**src/rtl/uart_pkg.sv**
```systemverilog
// Shared constants and drain FSM state type for the UART transmit path.
package uart_pkg;

  localparam logic [7:0] ASCII_CR = 8'd13;
  localparam logic [7:0] ASCII_LF = 8'd10;
  localparam int CLKS_PER_BIT = 10416;

  typedef enum logic [1:0] {
    TXQ_IDLE,
    TXQ_WAIT_START,
    TXQ_WAIT_DONE
  } txq_state_t;

endpackage

```
**src/rtl/txq_fifo_mem.sv**
```systemverilog
// Register-array byte FIFO with a level counter.
// Accepts up to two writes and one read per cycle.
module txq_fifo_mem #(
  parameter int DEPTH  = 16,
  parameter int ADDR_W = 4
) (
  input  logic              clk,
  input  logic              rst,
  input  logic [1:0]        wr_cnt,
  input  logic [7:0]        wr_d0,
  input  logic [7:0]        wr_d1,
  input  logic              rd_en,
  output logic [7:0]        head,
  output logic [ADDR_W:0]   level
);

  logic [7:0]        mem [DEPTH];
  logic [ADDR_W-1:0] wr_ptr;
  logic [ADDR_W-1:0] rd_ptr;
  logic [ADDR_W-1:0] wr_ptr1;

  assign wr_ptr1 = wr_ptr + 1'b1;
  assign head    = mem[rd_ptr];

  always_ff @(posedge clk or posedge rst) begin
    if (rst) begin
      wr_ptr <= '0;
      rd_ptr <= '0;
      level  <= '0;
    end else begin
      wr_ptr <= wr_ptr + ADDR_W'(wr_cnt);
      rd_ptr <= rd_ptr + ADDR_W'(rd_en);
      level  <= level + (ADDR_W+1)'(wr_cnt)
                      - (ADDR_W+1)'(rd_en);
    end
  end

  // Storage needs no reset; level alone says what is valid.
  always_ff @(posedge clk) begin
    if (wr_cnt != 2'd0) mem[wr_ptr]  <= wr_d0;
    if (wr_cnt == 2'd2) mem[wr_ptr1] <= wr_d1;
  end

endmodule

```
**src/rtl/uart_tx_queue.sv**
```systemverilog
// Byte queue and drain FSM feeding uart_tx.
// Define UART_TXQ_CRLF_EN to expand each LF push into CR+LF.
module uart_tx_queue
  import uart_pkg::*;
#(
  parameter int DEPTH  = 16,
  parameter int ADDR_W = 4
) (
  input  logic              clk,
  input  logic              rst,
  input  logic              wr_en,
  input  logic [7:0]        wr_data,
  output logic              full,
  output logic              empty,
  output logic [ADDR_W:0]   level,
  output logic              overflow,
  output logic              tx_start,
  output logic [7:0]        tx_din,
  input  logic              tx_active,
  input  logic              tx_done
);

  txq_state_t  state;
  logic        pop;
  logic        drop;
  logic [1:0]  wr_cnt;
  logic [7:0]  d0;
  logic [7:0]  d1;
  logic [7:0]  head;

  assign full  = (level == (ADDR_W+1)'(DEPTH));
  assign empty = (level == '0);
  assign pop   = (state == TXQ_IDLE) && !empty
              && !tx_active;

  // Capacity is judged on the pre-pop level.
  always_comb begin
    wr_cnt = 2'd0;
    drop   = 1'b0;
    d0     = wr_data;
    d1     = wr_data;
    if (wr_en) begin
      if (full) drop   = 1'b1;
      else      wr_cnt = 2'd1;
`ifdef UART_TXQ_CRLF_EN
      if (wr_data == ASCII_LF) begin
        d0 = ASCII_CR;
        if (level <= (ADDR_W+1)'(DEPTH - 2)) begin
          wr_cnt = 2'd2;
          drop   = 1'b0;
        end else begin
          wr_cnt = 2'd0;
          drop   = 1'b1;
        end
      end
`endif
    end
  end

  txq_fifo_mem #(
    .DEPTH  (DEPTH),
    .ADDR_W (ADDR_W)
  ) u_mem (
    .clk    (clk),
    .rst    (rst),
    .wr_cnt (wr_cnt),
    .wr_d0  (d0),
    .wr_d1  (d1),
    .rd_en  (pop),
    .head   (head),
    .level  (level)
  );

  // IDLE ignores tx_done, so a frame left over from before reset is harmless.
  always_ff @(posedge clk or posedge rst) begin
    if (rst) begin
      state    <= TXQ_IDLE;
      tx_start <= 1'b0;
      tx_din   <= 8'h00;
      overflow <= 1'b0;
    end else begin
      overflow <= drop;
      tx_start <= 1'b0;
      unique case (state)
        TXQ_IDLE: begin
          if (pop) begin
            tx_din   <= head;
            tx_start <= 1'b1;
            state    <= TXQ_WAIT_START;
          end
        end
        TXQ_WAIT_START: begin
          if (tx_done)        state <= TXQ_IDLE;
          else if (tx_active) state <= TXQ_WAIT_DONE;
        end
        TXQ_WAIT_DONE: begin
          if (tx_done) state <= TXQ_IDLE;
        end
        default: state <= TXQ_IDLE;
      endcase
    end
  end

endmodule

```
**config.mk**
```make
export PLATFORM = sky130hd
export DESIGN_NAME = uart_tx_queue
export DESIGN_NICKNAME = d
export VERILOG_FILES = /design/src/rtl/uart_pkg.sv /design/src/rtl/txq_fifo_mem.sv /design/src/rtl/uart_tx_queue.sv
export SDC_FILE = /design/constraint.sdc
export NUM_CORES = 1
export LEC_CHECK = 0
export CORE_MARGIN = 2
export CORE_UTILIZATION = 25
export CTS_CLUSTER_SIZE = 8
export DETAILED_ROUTE_END_ITERATION = 7
export GPL_TIMING_DRIVEN = 0
export PLACE_DENSITY = 0.41
export RECOVER_POWER = 50
export SYNTH_ARGS = -nofsm -noshare
export SYNTH_HDL_FRONTEND = slang
export SYNTH_SLANG_ARGS = --single-unit
```
**constraint.sdc**
```tcl
create_clock -name clk -period 5.3 [get_ports clk]
set_clock_uncertainty 0.2 [all_clocks]
set_input_delay 0.53 -clock clk [delete_from_list [all_inputs] [get_ports clk]]
set_output_delay 0.53 -clock clk [all_outputs]
set_load 0.05 [all_outputs]
```
* Word-level counts from Yosys, hierarchy flattened *
Memories as Yosys holds them, arrays and structs flattened. A register that Yosys moved wholly into a read port is not among the register bits.
Cells that the tools add are included.

operators by class
  add/subtract/negate cells = 5
  eq/ne operators = 7
  mux-type cells = 18
  reduce and logical (&&, ||, !) cells = 10

operators by type and width
  kind                                                  count
  two-way mux 1 bit                                     11
  adder 4 x 1 -> 4 bit                                  2
  two-way mux 2 bit                                     4
  two-way mux 8 bit                                     1
  OR reduction 8 bit                                    1
  one-hot mux 2 bit (3 select lines)                    1
  adder 5 x 1 -> 5 bit                                  1
  equality test 5 bit (second input constant)           1
  logical NOT 5 bit                                     1
  subtractor 5 x 1 -> 5 bit                             1
  adder 4 x 1 -> 4 bit (second input constant)          1
  two-way mux 4 bit                                     1
  != test 3 bit (second input constant)                 1
  AND reduction 3 bit                                   1
  equality test 1 x 2 -> 1 bit (second input constant)  1
  equality test 2 x 1 -> 1 bit (second input constant)  1
  equality test 2 bit (second input constant)           1
  logical AND 1 bit                                     2
  logical NOT 1 bit                                     2
  logical NOT 2 bit                                     1
  != test 2 x 1 -> 1 bit (second input constant)        1
  != test 2 bit (second input constant)                 1
  AND reduction 2 bit                                   1
  nonzero test 2 bit                                    1

storage, ports and cells
  flip-flop bits (word level) = 17
  bits in writable memories = 128
  input port bits = 13
  output and inout port bits = 17
  logic and storage cells = 47
  memories kept = 1

memories
  memory     words  width  rd ports  clocked after Yosys merged registers in  write ports  RTL line            source
  u_mem.mem  16     8      1         1                                        1            txq_fifo_mem.sv:17  logic [7:0] mem [DEPTH];

* Longest topological paths before layout *
Gate-level depths: netlist of run 1.

  depth after elaboration = 8
  depth in mapped cells = 16

* Cells and area by module *
Synthesis of run 1 repeated with hierarchy kept, for this count alone.

unflattened totals
  cell total of the unflattened synthesis = 488
  area total of the unflattened synthesis = 7870.0 um^2

by module, submodules not included
  module         instances  cells an instance  area an instance (um^2)
  txq_fifo_mem   1          451                7370.8
  uart_tx_queue  1          37                 499.2

* Worst setup path after synthesis of run 1 *
OpenSTA, ideal clock, no wires.

  path kind = flip-flop to flip-flop
  start = register u_mem.level[3]
  end = register u_mem.level[4]
  setup time = 0.080 ns
  arrival time = 4.504 ns
  data required time = 5.020 ns
  path slack = 0.516 ns
  stages on the path, launching flop included = 17
  period minus slack after synthesis = 4.784 ns
  cell sequence = dfrtp_1 -> inv_1 -> ha_1 -> nor4b_1 -> or4_1 -> buf_2 -> buf_2 -> inv_1 -> ha_1 -> inv_1 -> ha_1 -> inv_1 -> fa_1 -> inv_1 -> a21oi_1 -> o21bai_1 -> xnor2_1

on the way
  cells in the longest elaborated chain, start to end = 5
  elaborated cells between the ends (all ways) = 9
  classes of those cells = 2 x add/sub; 1 x eq/ne; 2 x mux; 4 x reduce/logical

ends and longest elaborated chain
  element                    RTL line             source
  from (decl)                txq_fifo_mem.sv:14   output logic [ADDR_W:0] level
  from (signal assigned)     txq_fifo_mem.sv:33   level <= level + (ADDR_W+1)'(wr_cnt)
  logical NOT 5 bit          uart_tx_queue.sv:32  assign empty = (level == '0);
  named net empty            uart_tx_queue.sv:14  output logic empty,
  logical NOT 1 bit          uart_tx_queue.sv:33  assign pop = (state == TXQ_IDLE) && !empty
  logical AND 1 bit          uart_tx_queue.sv:33
  logical AND 1 bit          uart_tx_queue.sv:34  && !tx_active;
  subtractor 5 x 1 -> 5 bit  txq_fifo_mem.sv:34   - (ADDR_W+1)'(rd_en);

The timed path passes the listed nets, and every way through them passes these cells.
A chain may end at the register's enable or synchronous reset.

* Worst setup path after layout of run 1 *
  start = register u_mem.level[3]
  end = register u_mem.level[4]

on the way
  cells in the longest elaborated chain, start to end = 5
  elaborated cells between the ends (all ways) = 9
  classes of those cells = 2 x add/sub; 1 x eq/ne; 2 x mux; 4 x reduce/logical

ends and longest elaborated chain
  element                                                           RTL line
  equality test 5 bit / logical NOT 5 bit (equally long branches)   uart_tx_queue.sv:31, uart_tx_queue.sv:32
  two-way mux 1 bit / logical NOT 1 bit (equally long branches)     uart_tx_queue.sv:43, uart_tx_queue.sv:33
  two-way mux 1 bit / logical AND 1 bit (equally long branches)     uart_tx_queue.sv:42, uart_tx_queue.sv:33
  adder 5 x 1 -> 5 bit / logical AND 1 bit (equally long branches)  txq_fifo_mem.sv:33, uart_tx_queue.sv:34
  subtractor 5 x 1 -> 5 bit *                                       txq_fifo_mem.sv:34

Every way passes the cells marked *; elsewhere a longest branch is shown, timed or not.

==> summary.txt, run 1 <==
Logic synthesis
  • Synth Cell Area: 6110 µm²
  • Most used DFF post-synth: edfxtp_1
  • Post-Syn Nets: 334
  • Distinct cells, synth: 36
  • Seq/Total Area, Yosys: approximately three quarters
  • Post-synth EDFFs: 128
  • Seq cells post-synth: 153
  • Post-Syn Area per Cell: 19.7 µm²
  • Cells after synthesis: 310
  • Ys async rst share: roughly 16%
  • Synth Warn #: 0

Floorplanning
  • Die area: 25700 µm²
  • Starting Density: 25.3%
  • Die Ht: 160 µm
  • Total core area: about 24000 µm²
  • I/O pin count: 30
  • Number of core rows: between 50 and 60
  • Die width: 160 µm

Detailed routing
  • DRC Markers: 0
  • WL/cell: 19.2 µm
  • Router iterations before antenna repair: 4
  • DR vias/cell: around 4.2
  • Number of DRC markers in iteration 0: between 200 and 250
  • Via count: 2957
  • Detailed Route WL: 13.4 mm
  • Post-DRT Antenna Nets: 0

Clocking
  • PostCTS Resize Cnt: 0
  • Post-CTS setup buffer count: 0
  • Clock Path Buffers: 2
  • Post-CTS Hold Fix Bufs: 0
  • Reg clk slew, reported paths: around 0.060 ns
  • Worst-skew pair later-pin latency: 0.42 ns
  • Clock Tree Root: clkbuf_16
  • Htree depth: 4
  • CTS sink cnt: 153
  • TritonCTS clock tree: yes
  • TritonCTS buffer count: 17

STA
  • Slew margin rel.: 24.6%
  • Slew Viols, Final: 0
  • Setup TNS Final: 0 ns
  • Final WS setup: 1.41 ns
  • Minimum clock period: 3.89 ns
  • RSZ-0062 raised after global routing: false
  • Setup violations, final: 0
  • Fmax achieved: about 260 MHz
  • Final hold vios: 0
  • Fin crit share: 73.4%
  • Worst Tran Pin Value: 1.13 ns
  • Hold Slack: 0.298 ns

Placement
  • HPWL after DPL: 8.78 mm
  • IO buf count: 29
  • Placed instance area: between 6000 and 7000 µm²
  • Final Wtd Congestion: between 0.7 and 0.8
  • Setup WS pre-CTS: 1.56 ns

Critical path
  • Max FO, Critical Path: 10
  • Critical Path, Cell by Cell: inv_1 -> ha_1 -> nor4b_1 -> or4_1 -> clkbuf_1 -> buf_2 -> inv_1 -> ha_1 -> inv_1 -> ha_1 -> inv_1 -> fa_1 -> inv_1 -> a21oi_1 -> o21bai_1 -> xnor2_1
  • Slowest cell on crit path: nor4b_1
  • Worst path required time: 5.45 ns
  • Critical path type: reg -> reg
  • Worst path arrival time: 4.04 ns
  • CP Launch Type: flop
  • CP peak stage delay: 0.53 ns
  • Crit path top cell by count: inv_1
  • Setup crit end kind: flop

Power
  • Internal power: approximately 2.9 mW
  • NetSw: 1.39 mW
  • Design Power: 4.25 mW
  • Part of the power in registers: 37.6%
  • Power per cell area: 568 nW/µm²
  • Sw frac: between 30% and 40%
  • Clock share of power: 29.8%
  • Peak supply drop: ~230 µV
  • Leak: 2.59 nW
  • Combinational group share of total power: 32.6%

GRT
  • First-pass GRT wire length: 20.1 mm
  • Largest net degree at the start of global routing: 26
  • Remaining global-route overflow: 0
  • GRT Resource Usage Total: about 11%
  • Vias in the first global route: 3168
  • Antenna violations before repair: 0

Layout
  • Final instance area: 7480 µm²
  • Fin nets: between 300 and 400
  • Area Overhead vs Synth: 22.5%
  • Diodes inserted: 0
  • Fraction of layout cells with a size suffix above 1: 21.3%

Flow run
  • Max-cap violations: 0

Status
  • Outcome: completed

Hold path
  • Worst min path class: reg -> reg
[per-stage QoR]
stage          utilization [%]  std cells
2_1_floorplan                -        310
4_1_cts                   31.0        699
6_report                  31.0        699
5_1_grt                   31.0        699
3_5_place_dp              28.4        667
3_3_place_gp              28.1        663
[layout make-up]
type / instances / area [µm²]
well taps: 324 / 405
flip-flops and latches: 153 / 4470
plain buffers: 15 / 111
clock inverters: 14 / 186
inverters: 12 / 45.0
repair buffers: 33 / 335
multi-input cells: 130 / 1500
clock buffers: 18 / 429
fillers: 2321 / 16700
[power groups by stage]
stage	registers (mW)	clock network [mW]	logic (mW)
6_report	1.60	1.27	1.39
5_1_grt	1.62	1.35	1.51
2_1_floorplan	1.77	0	0.827
3_5_place_dp	1.63	0	1.43
3_3_place_gp	1.62	0	1.40
4_1_cts	1.60	1.29	1.44
[critical path, delay by kind of cell, from the launching register on]
family / cells / cell delay [ns]
AO/OA/AOI/OAI: 2 / 0.21
flip-flops: 1 / 0.40
adder cells (fa/ha/maj): 4 / 1.01
AND/OR/NAND/NOR: 2 / 0.73
buffers and inverters: 7 / 1.12
XOR/XNOR: 1 / 0.13
[cells in the final DEF, fill, tap and decap left out, types with 9 or more instances in the layout]
| cell type | synthesis | layout |
|---|---|---|
| a21oi_1 | 9 | 9 |
| clkbuf_16 | 0 | 17 |
| clkdlybuf4s50_1 | 0 | 17 |
| dfrtp_1 | 25 | 25 |
| dlygate4sd3_1 | 0 | 12 |
| edfxtp_1 | 128 | 128 |
| ha_1 | 10 | 10 |
| inv_1 | 12 | 12 |
| mux2i_1 | 10 | 10 |
| mux4_2 | 27 | 27 |
| nor2_1 | 12 | 12 |
[cells in the mapped netlist (2+ instances only)]
| library cell | number | share of area [%] |
|---|---|---|
| nor2b_1 | 7 | 0.72 |
| nand2_1 | 3 | 0.18 |
| mux2i_1 | 10 | 1.6 |
| nor2_1 | 12 | 0.74 |
| mux4_2 | 27 | 10 |
| a21oi_1 | 9 | 0.74 |
| a211o_1 | 6 | 0.86 |
| dfrtp_1 | 25 | 10 |
| a22o_1 | 6 | 0.86 |
| nand3_1 | 3 | 0.25 |
| buf_2 | 8 | 0.66 |
| xor2_1 | 4 | 0.57 |
| clkbuf_1 | 2 | 0.12 |
| mux2_2 | 2 | 0.37 |
| buf_6 | 2 | 0.37 |
| nand3b_1 | 3 | 0.37 |
| edfxtp_1 | 128 | 63 |
| nor3_1 | 4 | 0.33 |
| ha_1 | 10 | 2.0 |
| nand2b_1 | 4 | 0.41 |
| o21ai_0 | 2 | 0.16 |
| mux4_1 | 5 | 2.2 |
| inv_1 | 12 | 0.74 |
| xnor2_1 | 4 | 0.57 |
[final timing paths]
check	from	end	slack [ns]	cells past startpoint
hold / removal	state[1]	state[0]	0.30	1
hold reg to reg	state[1]	state[0]	0.30	1
setup / recovery	u_mem.level[3]	u_mem.level[4]	1.41	16
setup reg to reg	u_mem.level[3]	u_mem.level[4]	1.41	16
max in group asynchronous	rst	tx_din[3]	3.59	2
min in group asynchronous	rst	tx_start	0.64	2
[state kept, by name, summed over array words and instances, names as in the netlist]
signal / count
u_mem.wr_ptr: 4
tx_start: 1
u_mem.rd_ptr: 4
overflow: 1
u_mem.level: 5
u_mem.mem: 128
state: 2
tx_din: 8
[kinds of logic (layout without fill, tap and decap cells)]
logic type,Yosys count,count (layout),synth area share [%]
AND/OR/NAND/NOR,41,41,3.62
XOR/XNOR,8,8,1.15
AO/OA/AOI/OAI,26,26,3.01
adder cells (fa/ha/maj),11,11,2.38
buffers and inverters,27,92,2.58
flip-flops,153,153,73.2
multiplexers,44,44,14.1
[routing by layer]
layer  up-vias  share of wire [%]  track usage [%]
li1       1343                  -                -
met1      1558                 46             14.3
met2        43                 50             18.2
met3        13                3.2             2.53
met4         0                1.1             3.81
met5         -                  0                0
Power figures use the tool's default switching activity.
==> run 2: changes to the inputs <==
--- a/config.mk
+++ b/config.mk
@@ -10,7 +10,7 @@
 export CTS_CLUSTER_SIZE = 8
 export DETAILED_ROUTE_END_ITERATION = 7
 export GPL_TIMING_DRIVEN = 0
-export PLACE_DENSITY = 0.41
+export PLACE_DENSITY = 0.42
 export RECOVER_POWER = 50
 export SYNTH_ARGS = -nofsm -noshare
 export SYNTH_HDL_FRONTEND = slang
==> constraint.sdc (replaced) <==
create_clock -name clk -period 3.55 [get_ports clk]
set_clock_uncertainty 0.2 [all_clocks]
set_input_delay 0.355 -clock clk [delete_from_list [all_inputs] [get_ports clk]]
set_output_delay 0.355 -clock clk [all_outputs]
set_load 0.05 [all_outputs]
==> run 2 against run 1 <==
  * Die area is the same
  * Critical path depth is the same
  * Via count shrank 1.1%
  * Sequential cell count is the same
  * Setup slack lost 1.2 ns
  * Worst hold slack gained 0.0051 ns
  * Clock power grew 49%
  * Register-to-register slack lost 1.2 ns
  * Utilization grew 0.14 points
  * Clock-buffer cell count is the same
  * Sequential share of layout area shrank 0.24 points
  * Power grew 50%
  * Largest cell class unchanged
  * Highest routed layer unchanged
==> summary.txt, run 2 (synthesis gave the netlist of run 1 again) <==
Placement
  • Inst Count DP: 667
  • IO buf count: 29
  • HPWL after DPL: 9.11 mm
  • Final Wtd Congestion: a little under 0.7

Critical path
  • CP top delay family: adder cells
  • Worst path arrival time: between 3 and 4 ns
  • Crit path top cell by count: inv_1
  • Max FO, Critical Path: 10
  • Slowest cell on crit path: or4_4
  • Setup crit end kind: flop
  • Sum of buffers and inverters on the critical path: 7
  • Critical Path, Cell by Cell: inv_1 -> ha_1 -> nor4b_4 -> or4_4 -> buf_6 -> buf_4 -> inv_1 -> ha_1 -> inv_1 -> ha_1 -> inv_1 -> fa_2 -> inv_1 -> a21oi_1 -> o21bai_1 -> xnor2_1
  • CP Launch Type: flop
  • Worst path required time: 3.70 ns
  • Critical path type: reg -> reg
  • CP peak stage delay: 0.54 ns

STA
  • Slew Viols, Final: 0
  • Minimum clock period: 3.31 ns
  • Slew margin rel.: between 20% and 30%
  • Setup TNS Final: 0 ns
  • Worst Tran Pin Value: 1.06 ns
  • Setup violations, final: 0
  • Fin crit share: 93.2%
  • RSZ-0062 raised after global routing: false
  • Final hold vios: 0
  • Fmax achieved: 302 MHz

Power
  • Peak supply drop: 477 µV
  • Leak: 2.59 nW
  • Power per cell area: 850 nW/µm²

Detailed routing
  • Via count: 2924
  • Number of DRC markers in iteration 0: 180
  • Router iterations before antenna repair: 4
  • Post-DRT Antenna Nets: 0
  • DRC Markers: 0
  • WL/cell: approximately 19 µm
  • Detailed Route WL: 13.4 mm
  • DR vias/cell: 4.18

Floorplanning
  • Starting Density: 25.3%
  • Number of core rows: 57
  • Die area: 25700 µm²
  • Total core area: 24200 µm²
  • Die Ht: 160 µm
  • Die width: between 150 and 200 µm
  • I/O pin count: 30

Clocking
  • CTS sink cnt: 153
  • Htree depth: 4
  • TritonCTS buffer count: 17
  • TritonCTS clock tree: yes
  • Clock Tree Root: clkbuf_16
  • Worst-skew pair later-pin latency: approximately 0.42 ns
  • Reg clk slew, reported paths: ~0.070 ns
  • Post-CTS Hold Fix Bufs: 0
  • Clock Path Buffers: 2

Layout
  • Most flop-heavy register: u_mem.mem
  • Diodes inserted: 0
  • Fin nets: 386
  • Area Overhead vs Synth: 23.1%
  • Fraction of layout cells with a size suffix above 1: a little under a quarter
  • Commonest non-fill, non-tap cells in the layout: edfxtp_1 (128), mux4_2 (27), dfrtp_1 (23), clkbuf_16 (17), clkdlybuf4s50_1 (17)
  • Finished Layout Cells: 699
  • Number of flip-flops in the largest register: 128
  • Largest registers in the final layout: u_mem.mem x128, tx_din x8, u_mem.level x5
  • Commonest non-fill, non-tap cell in the layout: edfxtp_1

Status
  • Outcome: completed

Flow run
  • Max-cap violations: 0

GRT
  • Remaining global-route overflow: 0
  • Antenna violations before repair: 0
  • Largest net degree at the start of global routing: 26
  • First-pass GRT wire length: slightly above 20 mm
  • Vias in the first global route: 3161
  • GRT Resource Usage Total: 11.1%

Hold path
  • Worst min path class: in -> reg
[run 2: stage by stage]
| step | power (mW) | util [%] | hold slack [ns] | setup WS, ns | instance area, µm² |
|---|---|---|---|---|---|
| finish | 6.39 | 31.1 | 0.303 | 0.243 | 7520 |
| CTS | 6.50 | 31.1 | 0.290 | 0.113 | 7520 |
| floorplan | 3.91 | - | 0.182 | 0.00495 | 6140 |
| global placement | 4.55 | 28.3 | 0.273 | 0.0576 | 6840 |
| global route | 6.72 | 31.1 | 0.302 | 0.0211 | 7520 |
| detailed placement | 4.60 | 28.6 | 0.292 | 0.157 | 6910 |
[run 2: worst paths after layout]
kind                            startpoint         endpoint  slack (ns)  depth (start not counted)
min reg2reg                u_mem.rd_ptr[1]  u_mem.rd_ptr[1]        0.30                          1
max reg2reg                 u_mem.level[2]   u_mem.level[4]        0.24                         16
max                         u_mem.level[2]   u_mem.level[4]        0.24                         16
min in group asynchronous              rst         state[0]        0.44                          2
min                                tx_done         state[1]        0.30                          2
max in group asynchronous              rst   u_mem.level[3]        2.00                          2
[run 2: area by class of cell]
cell class / count / area (µm²)
inverter: 12 / 45.0
multi-input combinational: 130 / 1520
tap: 324 / 405
clock inverter: 14 / 186
fill: 2341 / 16700
clock buffer: 18 / 429
sequential: 153 / 4470
timing repair buffer: 33 / 335
buffer: 15 / 121
[run 2: repair_timing]
action                                  in CTS  in global routing
endpoints found under the setup margin       0                  1
gates resized for setup                      0                  5
buffers inserted                             0                  0
[run 2: power by group]
group          internal [mW]  switching, mW  total (mW)
logic                  0.917           1.18        2.10
clock network           1.13          0.767        1.89
registers               2.24          0.162        2.40
[run 2: worst register-to-register path, stage by stage (launching register included)]
cell and delay (ns):
dfrtp_2 0.38, inv_1 0.06, ha_1 0.21, nor4b_4 0.14, or4_4 0.54, buf_6 0.16, buf_4 0.18, inv_1 0.09
ha_1 0.23, inv_1 0.05, ha_1 0.15, inv_1 0.06, fa_2 0.34, inv_1 0.06, a21oi_1 0.06, o21bai_1 0.17
xnor2_1 0.13
[run 2: layer usage]
metal | GRT usage, % | share of wire [%]
met2 | 18.1 | 49
met1 | 14.5 | 47
met3 | 3.07 | 3.5
met4 | 3.32 | 0.97
met5 | 0 | 0
==> run 3: changes to the inputs <==
--- a/config.mk
+++ b/config.mk
@@ -5,7 +5,6 @@
 export SDC_FILE = /design/constraint.sdc
 export NUM_CORES = 1
 export LEC_CHECK = 0
-export CORE_MARGIN = 2
 export CORE_UTILIZATION = 25
 export CTS_CLUSTER_SIZE = 8
 export DETAILED_ROUTE_END_ITERATION = 7
==> run 3 against run 2 <==
  * Clock-buffer cell count is 1 lower
  * Critical path depth stayed put
  * Sequential cell count stayed put
  * Register-to-register slack worse by 0.03 ns
  * Worst hold slack worse by 0.010 ns
  * Combinational power hardly changed
  * Global-route usage is 0.68 points higher
  * Critical path type unchanged
==> summary.txt, run 3 (synthesis gave the netlist of run 1 again) <==
Layout
  • Largest registers in the final layout: u_mem.mem x128, tx_din x8, u_mem.level x5
  • Finished Layout Cells: ~690
  • Number of flip-flops in the largest register: around 130
  • Fillers: 2288
  • Commonest non-fill, non-tap cell in the layout: edfxtp_1
  • Fin nets: 384
  • Area Overhead vs Synth: 21.6%
  • Most flop-heavy register: u_mem.mem
  • Diodes inserted: 0
  • Fraction of layout cells with a size suffix above 1: 22.8%
  • Commonest non-fill, non-tap cells in the layout: edfxtp_1 (128), mux4_2 (27), dfrtp_1 (23), clkdlybuf4s50_1 (18), clkbuf_16 (17)

Status
  • Outcome: completed

Critical path
  • CP top delay family: adder cells
  • Worst Setup EP: u_mem.level[4]
  • Worst path arrival time: 3.49 ns
  • Slowest cell on crit path: or4_4
  • Reg-to-Reg End: u_mem.level[4]
  • Critical path type: reg -> reg
  • Max FO, Critical Path: 10
  • R2R Path Start: u_mem.level[2]
  • R2R depth: 16
  • Critical path depth: 16
  • Setup crit end kind: flop
  • R2r setup slk: 0.21 ns
  • Worst Setup SP: u_mem.level[2]
  • Worst path required time: 3.70 ns
  • Critical Path, Cell by Cell: inv_1 -> ha_1 -> nor4b_4 -> or4_4 -> buf_6 -> buf_4 -> inv_1 -> ha_1 -> inv_1 -> ha_1 -> inv_1 -> fa_2 -> inv_1 -> a21oi_1 -> o21bai_1 -> xnor2_1
  • CP Launch Type: flop
  • Sum of buffers and inverters on the critical path: 7
  • CP peak stage delay: 0.55 ns
  • Crit path top cell by count: inv_1

Clocking
  • PostCTS Resize Cnt: 0
  • Clock Tree Root: clkbuf_16
  • Post-CTS setup buffer count: 0
  • CTS sink cnt: 153
  • Clock Path Buffers: 2
  • Reg clk slew, reported paths: 0.07 ns
  • Worst-skew pair later-pin latency: about 0.42 ns
  • Post-CTS Hold Fix Bufs: 0
  • Htree depth: 4
  • TritonCTS buffer count: 17
  • TritonCTS clock tree: yes

Flow run
  • Max-cap violations: 0

STA
  • Setup TNS Final: 0 ns
  • Worst Tran Pin Value: 1.09 ns
  • Setup violations, final: 0
  • Fmax achieved: 299 MHz
  • RSZ-0062 raised after global routing: false
  • Minimum clock period: roughly 3.3 ns
  • Fin crit share: around 94%
  • Final WS setup: around 0.21 ns
  • Slew margin rel.: 27.0%
  • Slew Viols, Final: 0
  • Final hold vios: 0

Floorplanning
  • Starting Density: 25.7%
  • Die width: 158 µm
  • Number of core rows: 56
  • I/O pin count: 30
  • Die Ht: 158 µm
  • Total core area: 23800 µm²
  • Die area: between 20000 and 30000 µm²

GRT
  • First-pass GRT wire length: 20.1 mm
  • GRT Resource Usage Total: roughly an eighth
  • Largest net degree at the start of global routing: 26
  • Antenna violations before repair: 0
  • Remaining global-route overflow: 0
  • Vias in the first global route: approximately 3.2k

Placement
  • Setup WS pre-CTS: 0.0887 ns
  • Inst Count DP: 660
  • IO buf count: 29
  • Final Wtd Congestion: 0.706
  • HPWL after DPL: 8.71 mm

Detailed routing
  • Number of DRC markers in iteration 0: between 200 and 250
  • Post-DRT Antenna Nets: 0
  • Via count: 2949
  • Detailed Route WL: about 13 mm
  • WL/cell: 19.1 µm
  • Router iterations before antenna repair: 4
  • DR vias/cell: 4.26
  • DRC Markers: 0

Power
  • Peak supply drop: 375 µV
  • Power per cell area: 834 nW/µm²
  • Leak: 2.56 nW
  • Design Power: 6.20 mW

Hold path
  • Worst min path class: in -> reg
run 3: per-stage QoR:
step	hold slack (ns)	utilization [%]	cell area [µm²]
6_report	0.293	31.3	7430
5_1_grt	0.282	31.3	7430
4_1_cts	0.269	31.3	7430
3_5_place_dp	0.291	29.0	6880
3_3_place_gp	0.268	28.8	6830
2_1_floorplan	0.182	-	6140
run 3: report_power, final:
part,leakage [nW],switching (mW),internal (mW)
logic,0.826,1.17,0.912
registers,1.46,0.169,2.24
clock network,0.276,0.790,0.923
total,2.56,2.12,4.07
run 3: routing by layer:
layer	wire [µm]	GRT usage (%)	up-vias
li1	-	-	1337
met1	6240	15.5	1532
met2	6370	18.6	67
met3	499	2.99	13
met4	130	4.26	0
met5	0	0	-
run 3: worst min path at each step:
stage / slack (ns) / cells after the start / from / end
2_1_floorplan: 0.18 / 1 / rst / overflow
3_3_place_gp: 0.27 / 1 / state[1] / state[0]
3_5_place_dp: 0.29 / 2 / tx_din[0] / tx_din[0]
4_1_cts: 0.27 / 2 / tx_done / state[1]
5_1_grt: 0.28 / 2 / tx_done / state[1]
6_report: 0.29 / 2 / tx_done / state[1]
run 3: worst register-to-register path, delay by kind of cell, from the launching register on:
| kind | cells | cell delay (ns) |
|---|---|---|
| fa+ha+maj | 4 | 0.93 |
| buf+inv | 7 | 0.69 |
| simple gates | 2 | 0.69 |
| flops | 1 | 0.38 |
| compound gates | 2 | 0.24 |
| xor+xnor | 1 | 0.13 |
run 3: final cells by class:
type	instances	area, µm²	share of cell area (%)
Buffer	15	121	1.63
Tap cell	319	399	5.37
Multi-Input combinational cell	130	1520	20.5
Inverter	12	45.0	0.606
Sequential cell	153	4470	60.2
Clock inverter	15	130	1.75
Timing Repair Buffer	31	313	4.21
Clock buffer	17	425	5.73
